## src/rtl/instruction_fetch_unit_if.sv

```systemverilog
// Instruction-memory request/response bus between the fetch unit (master) and memory (slave).
interface instruction_fetch_unit_if;
    logic        req;
    logic [31:0] addr;
    logic        ack;
    logic [31:0] rdata;

    modport master (output req, addr, input ack, rdata);
    modport slave  (input req, addr, output ack, rdata);
endinterface

```

## src/rtl/instruction_fetch_unit.sv

```systemverilog
// Fetch stage: holds PC, fetches one word per instruction, decodes fields, steps PC or takes bne.
// Optional instruction counter enabled by defining FETCH_PERF_CNT_EN.
module instruction_fetch_unit #(
    parameter logic [31:0] RESET_PC = 32'h0000_0000,
    parameter int unsigned TIMEOUT  = 16
) (
    input  logic                       clk,
    input  logic                       rst_n,
    instruction_fetch_unit_if.master   imem,
    input  logic                       advance,
    input  logic                       branch_taken,
    input  logic [15:0]                branch_offset,
    output logic                       instr_valid,
    output logic [31:0]                instr,
    output logic [5:0]                 op,
    output logic [5:0]                 func,
    output logic [4:0]                 rs,
    output logic [4:0]                 rt,
    output logic [4:0]                 rd,
    output logic [15:0]                imm,
    output logic [31:0]                pc,
    output logic [31:0]                pc_plus4,
    output logic                       fetch_err
`ifdef FETCH_PERF_CNT_EN
    ,
    output logic [31:0]                instr_count
`endif
);

    localparam int CW = $clog2(TIMEOUT + 1);
    localparam logic [31:0] PC_INIT = {RESET_PC[31:2], 2'b00};

    typedef enum logic [1:0] {IDLE, REQ, HOLD, ERR} state_t;

    state_t          state, state_d;
    logic [CW-1:0]   count, count_d;
    logic [31:0]     pc_d, instr_d, next_pc;

    assign pc_plus4 = pc + 32'd4;
    assign next_pc  = branch_taken
                    ? pc_plus4 + {{14{branch_offset[15]}}, branch_offset, 2'b00}
                    : pc_plus4;

    // NOTE: non-blocking assignments keep every register updating from pre-edge values.
    always_ff @(posedge clk or negedge rst_n) begin
        if (!rst_n) begin
            state <= IDLE;
            count <= '0;
            pc    <= PC_INIT;
            instr <= '0;
        end else begin
            state <= state_d;
            count <= count_d;
            pc    <= pc_d;
            instr <= instr_d;
        end
    end

    // NOTE: every target gets a default first so no path can infer a latch.
    always_comb begin
        state_d = state;
        count_d = count;
        pc_d    = pc;
        instr_d = instr;
        case (state)
            IDLE: state_d = REQ;
            REQ: begin
                if (imem.ack) begin
                    instr_d = imem.rdata;
                    count_d = '0;
                    state_d = HOLD;
                end else begin
                    count_d = count + CW'(1);
                    if (count_d == CW'(TIMEOUT)) state_d = ERR;
                end
            end
            HOLD: begin
                if (advance) begin
                    pc_d    = next_pc;
                    state_d = REQ;
                end
            end
            ERR: state_d = ERR;
        endcase
    end

    // Outputs are pure functions of state so reset drops the request immediately.
    assign imem.req    = (state == REQ);
    assign imem.addr   = pc;
    assign instr_valid = (state == HOLD);
    assign fetch_err   = (state == ERR);

    assign op   = instr[31:26];
    assign rs   = instr[25:21];
    assign rt   = instr[20:16];
    assign rd   = instr[15:11];
    assign imm  = instr[15:0];
    assign func = instr[5:0];

`ifdef FETCH_PERF_CNT_EN
    logic adv_accept;
    assign adv_accept = (state == HOLD) && advance;

    always_ff @(posedge clk or negedge rst_n) begin
        if (!rst_n)          instr_count <= '0;
        else if (adv_accept) instr_count <= instr_count + 32'd1;
    end
`endif

endmodule

```

## src/flat_wrapper.sv

```systemverilog
// flat-port wrapper written by rule: the top's interface ports become plain ports
module instruction_fetch_unit_flat 
#(
    parameter logic [31:0] RESET_PC = 32'h0000_0000,
    parameter int unsigned TIMEOUT  = 16
)
  (clk, rst_n, advance, branch_taken, branch_offset, instr_valid, instr, op, func, rs, rt, rd, imm, pc, pc_plus4, fetch_err, imem_req, imem_addr, imem_ack, imem_rdata);
  instruction_fetch_unit_if imem_i ();
  input  logic clk;
  input  logic rst_n;
  input  logic advance;
  input  logic branch_taken;
  input  logic [15:0] branch_offset;
  output logic instr_valid;
  output logic [31:0] instr;
  output logic [5:0] op;
  output logic [5:0] func;
  output logic [4:0] rs;
  output logic [4:0] rt;
  output logic [4:0] rd;
  output logic [15:0] imm;
  output logic [31:0] pc;
  output logic [31:0] pc_plus4;
  output logic fetch_err;
  output wire logic [$bits(imem_i.req)-1:0] imem_req;
  output wire logic [$bits(imem_i.addr)-1:0] imem_addr;
  input wire logic [$bits(imem_i.ack)-1:0] imem_ack;
  input wire logic [$bits(imem_i.rdata)-1:0] imem_rdata;
  assign imem_req = imem_i.req;
  assign imem_addr = imem_i.addr;
  assign imem_i.ack = imem_ack;
  assign imem_i.rdata = imem_rdata;
  instruction_fetch_unit #(.RESET_PC(RESET_PC), .TIMEOUT(TIMEOUT)) u_core (.clk(clk), .rst_n(rst_n), .imem(imem_i), .advance(advance), .branch_taken(branch_taken), .branch_offset(branch_offset), .instr_valid(instr_valid), .instr(instr), .op(op), .func(func), .rs(rs), .rt(rt), .rd(rd), .imm(imm), .pc(pc), .pc_plus4(pc_plus4), .fetch_err(fetch_err));
endmodule
```

## config.mk

```make
export PLATFORM = sky130hd
export DESIGN_NAME = instruction_fetch_unit_flat
export DESIGN_NICKNAME = d
export VERILOG_FILES = /design/src/rtl/instruction_fetch_unit_if.sv /design/src/rtl/instruction_fetch_unit.sv /design/src/flat_wrapper.sv
export SDC_FILE = /design/constraint.sdc
export NUM_CORES = 1
export LEC_CHECK = 0
export CORE_ASPECT_RATIO = 0.8
export CORE_MARGIN = 3
export CORE_UTILIZATION = 46
export DETAILED_ROUTE_END_ITERATION = 12
export DONT_BUFFER_PORTS = 1
export GPL_TIMING_DRIVEN = 0
export REMOVE_ABC_BUFFERS = 1
export SLEW_MARGIN = 20
export SYNTH_ARGS = -nofsm -noshare
export SYNTH_HDL_FRONTEND = slang
export SYNTH_SLANG_ARGS = --single-unit
```

## constraint.sdc

```tcl
create_clock -name clk -period 7 [get_ports clk]
set_input_delay 1.4 -clock clk [delete_from_list [all_inputs] [get_ports clk]]
set_output_delay 1.4 -clock clk [all_outputs]
set_load 0.05 [all_outputs]
```

==> Word-level counts from Yosys, hierarchy flattened <==
Index checks and enable logic that the tools add are counted.
{ "word_totals": {"inputBits": 53, "ff_bits": 71} }
{ "classes": {"reduce_logical": 4, "muxes": 6, "n_addsub": 3, "eq_ne": 6} }
{ "op_table": {"columns": ["operator", "count"], "rows": [
  ["adder 32 x 3 -> 32 bit (second input constant)", 1],
  ["adder 32 bit", 1],
  ["two-way mux 32 bit", 1],
  ["case mux 2 bit (4 select lines)", 1],
  ["two-way mux 2 bit", 3],
  ["AND reduction 2 bit", 3],
  ["adder 5 x 1 -> 5 bit (second input constant)", 1],
  ["equality test 5 bit (second input constant)", 1],
  ["two-way mux 5 bit", 1],
  ["equality test 2 bit (second input constant)", 2],
  ["!= test 3 x 1 -> 1 bit (second input constant)", 1],
  ["equality test 2 x 1 -> 1 bit (second input constant)", 1],
  ["logical NOT 2 bit", 1],
  ["!= test 2 bit (second input constant)", 1]
]} }

==> Depth between registers and ports, before layout <==
Gate-level depths: netlist (run 1).
{ "logic_depth": {"depth_word": 5, "depth_mapped": 18, "depth_no_buf": 17} }

==> Worst setup path after synthesis (run 1) <==
OpenSTA, ideal clock, no wires.
{ "synth_timing": {"path_kind": "flip-flop to flip-flop", "start": "reg u_core.pc[2] (netlist: u_core.imem.addr[2])", "end": "reg u_core.pc[30] (netlist: u_core.imem.addr[30])", "path_slack_ns": 2.202, "path_stages_with_launch": 18, "path_buffers": 0, "t_arrival_ns": 4.669, "setup_ns": 0.129, "path_cell_list": "dfrtp_1 ha_1 and3_1 nand2_1 nor2_1 and3_1 nand3_1 xnor2_1 ha_1 and3_1 nor2b_1 o31ai_1 o21ai_2 nor3_1 o31ai_1 or3b_1 mux2i_1 nor3_2"} }
{ "synth_via": {"elab_chain_len": 3} }
{ "synth_rtl": {"columns": ["element", "line", "rtl"], "rows": [
  ["from (decl)", "instruction_fetch_unit.sv:21", "output logic [31:0] pc,"],
  ["from (signal assigned)", "instruction_fetch_unit.sv:54", "pc <= pc_d;"],
  ["adder 32 x 3 -> 32 bit", "instruction_fetch_unit.sv:39", "assign pc_plus4 = pc + 32'd4;"],
  ["via pc_plus4[14]", "flat_wrapper.sv:23", "output logic [31:0] pc_plus4;"],
  ["adder 32 bit", "instruction_fetch_unit.sv:41", "? pc_plus4 + {{14{branch_offset[15]}}, branch_offset, 2'b00}"],
  ["two-way mux 32 bit", "instruction_fetch_unit.sv:41", null]
]} }
The timed path passes the listed nets, and every way through them passes these cells.
A chain may end at the register's enable or synchronous reset.

==> Worst setup path after layout (run 1) <==
{ "layout_timing": {"start": "reg u_core.pc[2] (netlist: u_core.imem.addr[2])", "end": "reg u_core.pc[31] (netlist: u_core.imem.addr[31])"} }
The elaborated chain is that of the path after synthesis.

==> results_dict.tcl, run 1 <==
set metrics [dict create \
    timing_max_transition_violations_final 0 \
    critPathLaunch "u_core.imem.addr[2]" \
    synth-seq-cells 69 \
    worst_hold_startpoint "u_core.count[1]" \
    fin_nets 650 \
    unrepaired_setup_endpoints_after_global_routing "false" \
    non_filler_cells_in_the_finished_layout 712 \
    synth_largest_area_cell "dfrtp_1" \
    dpl.cell_count 696 \
    synth-edff-count 0 \
    vias_per_inst 5.829 \
    die_width_um 130.3 \
    floorplan_die_height_um 105.5 \
    syn_area_per_cell_um2 8.876 \
    slew_at_the_pin_closest_to_its_max_slew_limit_ps 1163 \
    post_route_cells_drive_above_1_share 0.1791 \
    netlist.area_leader.share 0.3035 \
    syn-cell-area_mm2 0.005689 \
    critPathRequiredTime_ps 7250 \
    clock_tree_from_tritoncts "done" \
    flow.area_growth_from_synthesis_pct 0.6158 \
    maxSlewHeadroom 0.2218 \
    die_area_mm2 0.01375 \
    grt_max_degree 70 \
    clock_sinks 69 \
    cts_max_level 3 \
    worst_skew_pair.late_latency_ps 340 \
    number_of_detailed_route_iterations_in_the_first_pass 4 \
    r2r_start "u_core.imem.addr[2]" \
    period_needed_ps 5777 \
    dp_hpwl_um 10120 \
    number_of_antenna_violations_at_the_first_check_in_global_routing 0 \
    worst_path_largest_cell_delay_ps 1030 \
    clock_path_buffers 2 \
    filler_cells_inserted 1119 \
    yosys_warnings 0 \
    cts_inserted_buffers 9 \
    wl_met3_um 978 \
    yosys_cell_types 64 \
    layout_worst_path_cycle_share 0.8253 \
    layout.cells.most_common_list "dfrtp_1, a21oi_1, nand2_1" \
    async_reset_ff_frac 1.000 \
    fmax_ghz 0.1731 \
    worstSetupEndpointType "flop" \
    antenna-diode-count 0 \
    placeable_area_mm2 0.01178 \
    first_pass_grt_wire_length_um 21870 \
    via_count_of_the_first_global_routing_pass 4079 \
    post_drt_antenna_nets 0 \
    crit_slowest_cell "dfrtp_1" \
    timing.critical_path.from_type "flop" \
    synth_top_cells_by_area "dfrtp_1, buf_4, ha_1" \
    routed-via-count 4150 \
    setup-tns-final_ps 0 \
    start_to_end_type_of_the_worst_setup_path "reg -> reg" \
    initial_core_util 0.4830 \
    largest_fanout_on_the_critical_path 7 \
    cap_viol_max_count 0 \
    drt_wl_total_um 13560 \
    timing.final.hold_violations 0 \
    detail_route.wirelength.met1_um 6235 \
    drt_drc_violations_left 0 \
    grtUsageTotal 0.1999 \
    number_of_instances_in_the_synthesized_netlist 641 \
    layout_commonest_cell "dfrtp_1" \
    clockRootBuffer "clkbuf_16" \
    post_drt_wl_per_cell_um 19.04 \
    ioPinCount 227 \
    synth_sequential_area_ratio 0.3035 \
    status "finished clean" \
    cts_setup_buffers 0 \
    grt_overflow_total 0 \
    place.gp.congestion 0.8326 \
    top_layer "met4" \
    synth_ff_type "dfrtp_1" \
    cts.hold.buffers_added 0 \
    fin_clk_skew_ps 6.600 \
    cts.repair.resized 0 \
    fp-row-count 35 \
    met2_routed_length_um 6175 \
    clkSlewWorstSetupHoldPaths_ps 60 \
    critical_path.cell_chain "ha_1 -> and3_1 -> nand2_1 -> nor4_2 -> nand2b_2 -> nor2_1 -> xor2_1 -> ha_1 -> a21o_1 -> a21o_1 -> a21oi_1 -> o221ai_1 -> a21oi_1 -> o31ai_1 -> xor2_1 -> and3_1 -> o31ai_2" \
    final_setup_fails 0 \
    drt_iter0_drc 302 \
    timing.critical_path.arrival_ps 6020 \
    min_path_type "reg -> reg" \
    quantity_of_i_o_buffers_inserted_on_ports 0 \
]
-- layout make-up --
class                           count  area (µm²)  area share
Inverter                           17       63.81     0.01115
Tap cell                          148       185.2     0.03235
Clock buffer                       10       229.0     0.04000
Timing Repair Buffer                2       15.01    0.002623
Multi-Input combinational cell    460        3403      0.5945
Clock inverter                      6       87.58     0.01530
Sequential cell                    69        1740      0.3040
-- cell usage after synthesis, drive strengths merged (2+ instances only) --
cell / instances
nor3b: 3
o211ai: 3
nor2b: 4
a221oi: 3
clkbuf: 15
mux2: 32
mux2i: 5
nor3: 16
xnor2: 31
a22oi: 2
nand2b: 5
nor4: 6
o21ai: 45
o21bai: 2
o221ai: 2
buf: 85
o21a: 2
xor2: 22
dfrtp: 69
o22a: 2
nand4: 8
a21o: 22
and3: 8
a31oi: 4
nand3: 20
ha: 37
nor2: 39
a32oi: 3
o31ai: 5
inv: 17
nand2: 53
a211oi: 2
a21oi: 54
-- cells by family after synthesis --
family / Yosys count / share of synthesized area
simple gates: 168 / 0.1542
compound gates: 158 / 0.1707
buf+inv: 117 / 0.1298
flops: 69 / 0.3035
xor+xnor: 53 / 0.08423
fa+ha+maj: 38 / 0.08489
mux: 37 / 0.07214
other cells: 1 / 0.0006591
-- sequential cells by signal (all words and copies together), names as in the netlist --
| register | flops |
|---|---|
| u_core.imem.addr | 30 |
| u_core.instr | 32 |
| u_core.state | 2 |
| u_core.count | 5 |
-- layer usage --
metal,up-vias,GRT usage
met3,11,0.05674
met4,0,0.05433
met5,-,0
met2,112,0.2983
met1,2010,0.2837
li1,2017,-
-- path summary, 6_finish.rpt --
path	slack, ps	cells after the start	to
worst max register to register	1220	17	u_core.imem.addr[31]
worst max-delay path	1220	17	u_core.imem.addr[31]
worst min register to register	560	2	u_core.count[1]
max in group asynchronous	6130	0	u_core.instr[0]
worst min-delay path	560	2	u_core.count[1]
min in group asynchronous	760	0	u_core.instr[22]
-- critical path, delay by kind of cell (launching register included) --
family	cells	cell delay [ps]
AO/OA/AOI/OAI	7	1130
XOR/XNOR	2	1110
adder cells (fa/ha/maj)	2	860
flip-flops	1	1030
AND/OR/NAND/NOR	6	1520
-- metrics by stage --
stage	utilization	area [µm²]	hold WS (ps)	worst slack, ps
global route	0.4859	5724	603.3	884.4
global placement	0.4430	5219	519.0	1219
floorplan	-	5034	495.9	1832
detailed placement	0.4565	5378	538.9	1219
finish	0.4859	5724	557.9	1223
CTS	0.4834	5694	551.9	1189
Power of run 1 is left out: the tool's default activity adds up to more than one toggle a clock period on the data nets, which glitch-free logic cannot reach.
==> inputs of run 2 (changes only) <==
==> constraint.sdc (replaced) <==
create_clock -name clk -period 5.44 [get_ports clk]
set_input_delay 1.088 -clock clk [delete_from_list [all_inputs] [get_ports clk]]
set_output_delay 1.088 -clock clk [all_outputs]
set_load 0.05 [all_outputs]
==> results_dict.tcl, run 2 (same netlist as run 1, synthesis figures left out) <==
set metrics [dict create \
    layout_commonest_cell "a21oi_1" \
    initial_core_util 0.4830 \
    crit_path_end "u_core.imem.addr[30]" \
    cts_setup_buffers 0 \
    antenna-diode-count 0 \
    floorplan_die_height_um 105.5 \
    worst_skew_pair.late_latency_ps 340 \
    vias_per_inst 5.846 \
    largest_fanout_on_the_critical_path 8 \
    via_count_of_the_first_global_routing_pass 4088 \
    dp_hpwl_um 10120 \
    clock_path_buffers 2 \
    status "finished clean" \
    critPathRequiredTime_ps 5700 \
    fmax_ghz 0.1971 \
    placeable_area_mm2 0.01178 \
    number_of_antenna_violations_at_the_first_check_in_global_routing 0 \
    setup-tns-final_ps 0 \
    fin_nets 650 \
    layout_worst_path_cycle_share 0.9326 \
    post_route_cells_drive_above_1_share 0.2021 \
    timing.critical_path.arrival_ps 5340 \
    final_setup_fails 0 \
    die_width_um 130.3 \
    fin_ws_ps 366.9 \
    fp-row-count 35 \
    timing.critical_path.from_type "flop" \
    detail_route.wirelength.met1_um 6324 \
    min_path_type "in -> async" \
    r2r_start "u_core.imem.addr[7]" \
    wl_met3_um 876 \
    filler_cells_inserted 1116 \
    slew_at_the_pin_closest_to_its_max_slew_limit_ps 1182 \
    largest_register_ffs 32 \
    worstSetupEndpointType "flop" \
    unrepaired_setup_endpoints_after_global_routing "false" \
    met2_routed_length_um 6265 \
    timing_max_transition_violations_final 0 \
    grt_max_degree 70 \
    place.gp.congestion 0.8326 \
    die_area_mm2 0.01375 \
    register_name_with_the_most_flops "u_core.instr" \
    post_drt_antenna_nets 0 \
    routed-via-count 4162 \
    drt_drc_violations_left 0 \
    quantity_of_i_o_buffers_inserted_on_ports 0 \
    timing.final.hold_violations 0 \
    grt_overflow_total 0 \
    maxSlewHeadroom 0.2121 \
    rrSetupSlack_ps 370 \
    cts_inserted_buffers 9 \
    clockRootBuffer "clkbuf_16" \
    dp_slack_ps -341.0 \
    flow.area_growth_from_synthesis_pct 1.737 \
    cap_viol_max_count 0 \
    fin_clk_skew_ps 7.102 \
    cts_max_level 3 \
    top_layer "met4" \
    number_of_detailed_route_iterations_in_the_first_pass 4 \
    first_pass_grt_wire_length_um 21950 \
    clock_tree_from_tritoncts "done" \
    period_needed_ps 5073 \
    post_drt_wl_per_cell_um 19.10 \
    worstReg2RegEnd "u_core.imem.addr[30]" \
    clock_sinks 69 \
    drt_iter0_drc 314 \
    grtUsageTotal 0.2005 \
    critPathLaunch "u_core.imem.addr[7]" \
    r2r.worst_path.cells 15 \
    ioPinCount 227 \
    clkSlewWorstSetupHoldPaths_ps 60 \
    layout.cells.most_common_list "a21oi_1, nand2_1, dfrtp_1" \
    start_to_end_type_of_the_worst_setup_path "reg -> reg" \
    drt_wl_total_um 13600 \
]
run 2: worst min path at each step:
stage,from,endpoint,slack [ps],cells after the start
final,rst_n,u_core.instr[22],440,0
after floorplan,u_core.count[1],u_core.count[1],500,2
after global placement,u_core.count[1],u_core.count[1],520,2
after detailed placement,u_core.count[1],u_core.count[1],540,2
after global routing,rst_n,u_core.imem.addr[23],430,0
after CTS,rst_n,u_core.imem.addr[23],430,0
run 2: layer usage:
| layer | global-route usage | vias up |
|---|---|---|
| met1 | 0.2848 | 2027 |
| met2 | 0.2994 | 109 |
| met5 | 0 | - |
| li1 | - | 2016 |
| met4 | 0.05433 | 0 |
| met3 | 0.05674 | 10 |
run 2: timing repair:
| action | in CTS | in global routing |
|---|---|---|
| pin swaps | 0 | 0 |
| endpoints found under the setup margin | 4 | 12 |
| hold buffers | 0 | 0 |
| gates resized for setup | 4 | 12 |
| endpoints found under the hold margin | 0 | 0 |
run 2: final cells by class:
class,instances,area (µm²),share of cell area
clock inverter,6,87.58,0.01513
timing repair buffer,2,15.01,0.002594
multi-input combinational,460,3456,0.5971
clock buffer,10,229.0,0.03956
sequential,69,1752,0.3026
inverter,17,63.81,0.01102
tap,148,185.2,0.03199
run 2: critical path, stage by stage (launching register included):
cell and delay (ps):
dfrtp_1 1120, nand3_4 240, nor3_4 400, nand2b_4 150, nor2_1 300, nand3_1 180, xnor2_2 720, ha_1 340
a21oi_1 100, nand2_1 100, a21oi_1 50, a21o_1 180, o31ai_1 400, or3b_1 420, mux2i_1 140, nor3_2 160
run 2: through the flow:
stage,instance area (µm²),instances,hold slack [ps],util
final,5788,712,444.2,0.4913
after global placement,5219,694,519.0,0.4430
after detailed placement,5378,696,538.9,0.4565
after floorplan,5034,546,495.9,-
after global routing,5788,712,425.8,0.4913
after CTS,5718,712,427.8,0.4854
Power of run 2 is left out for the same reason.
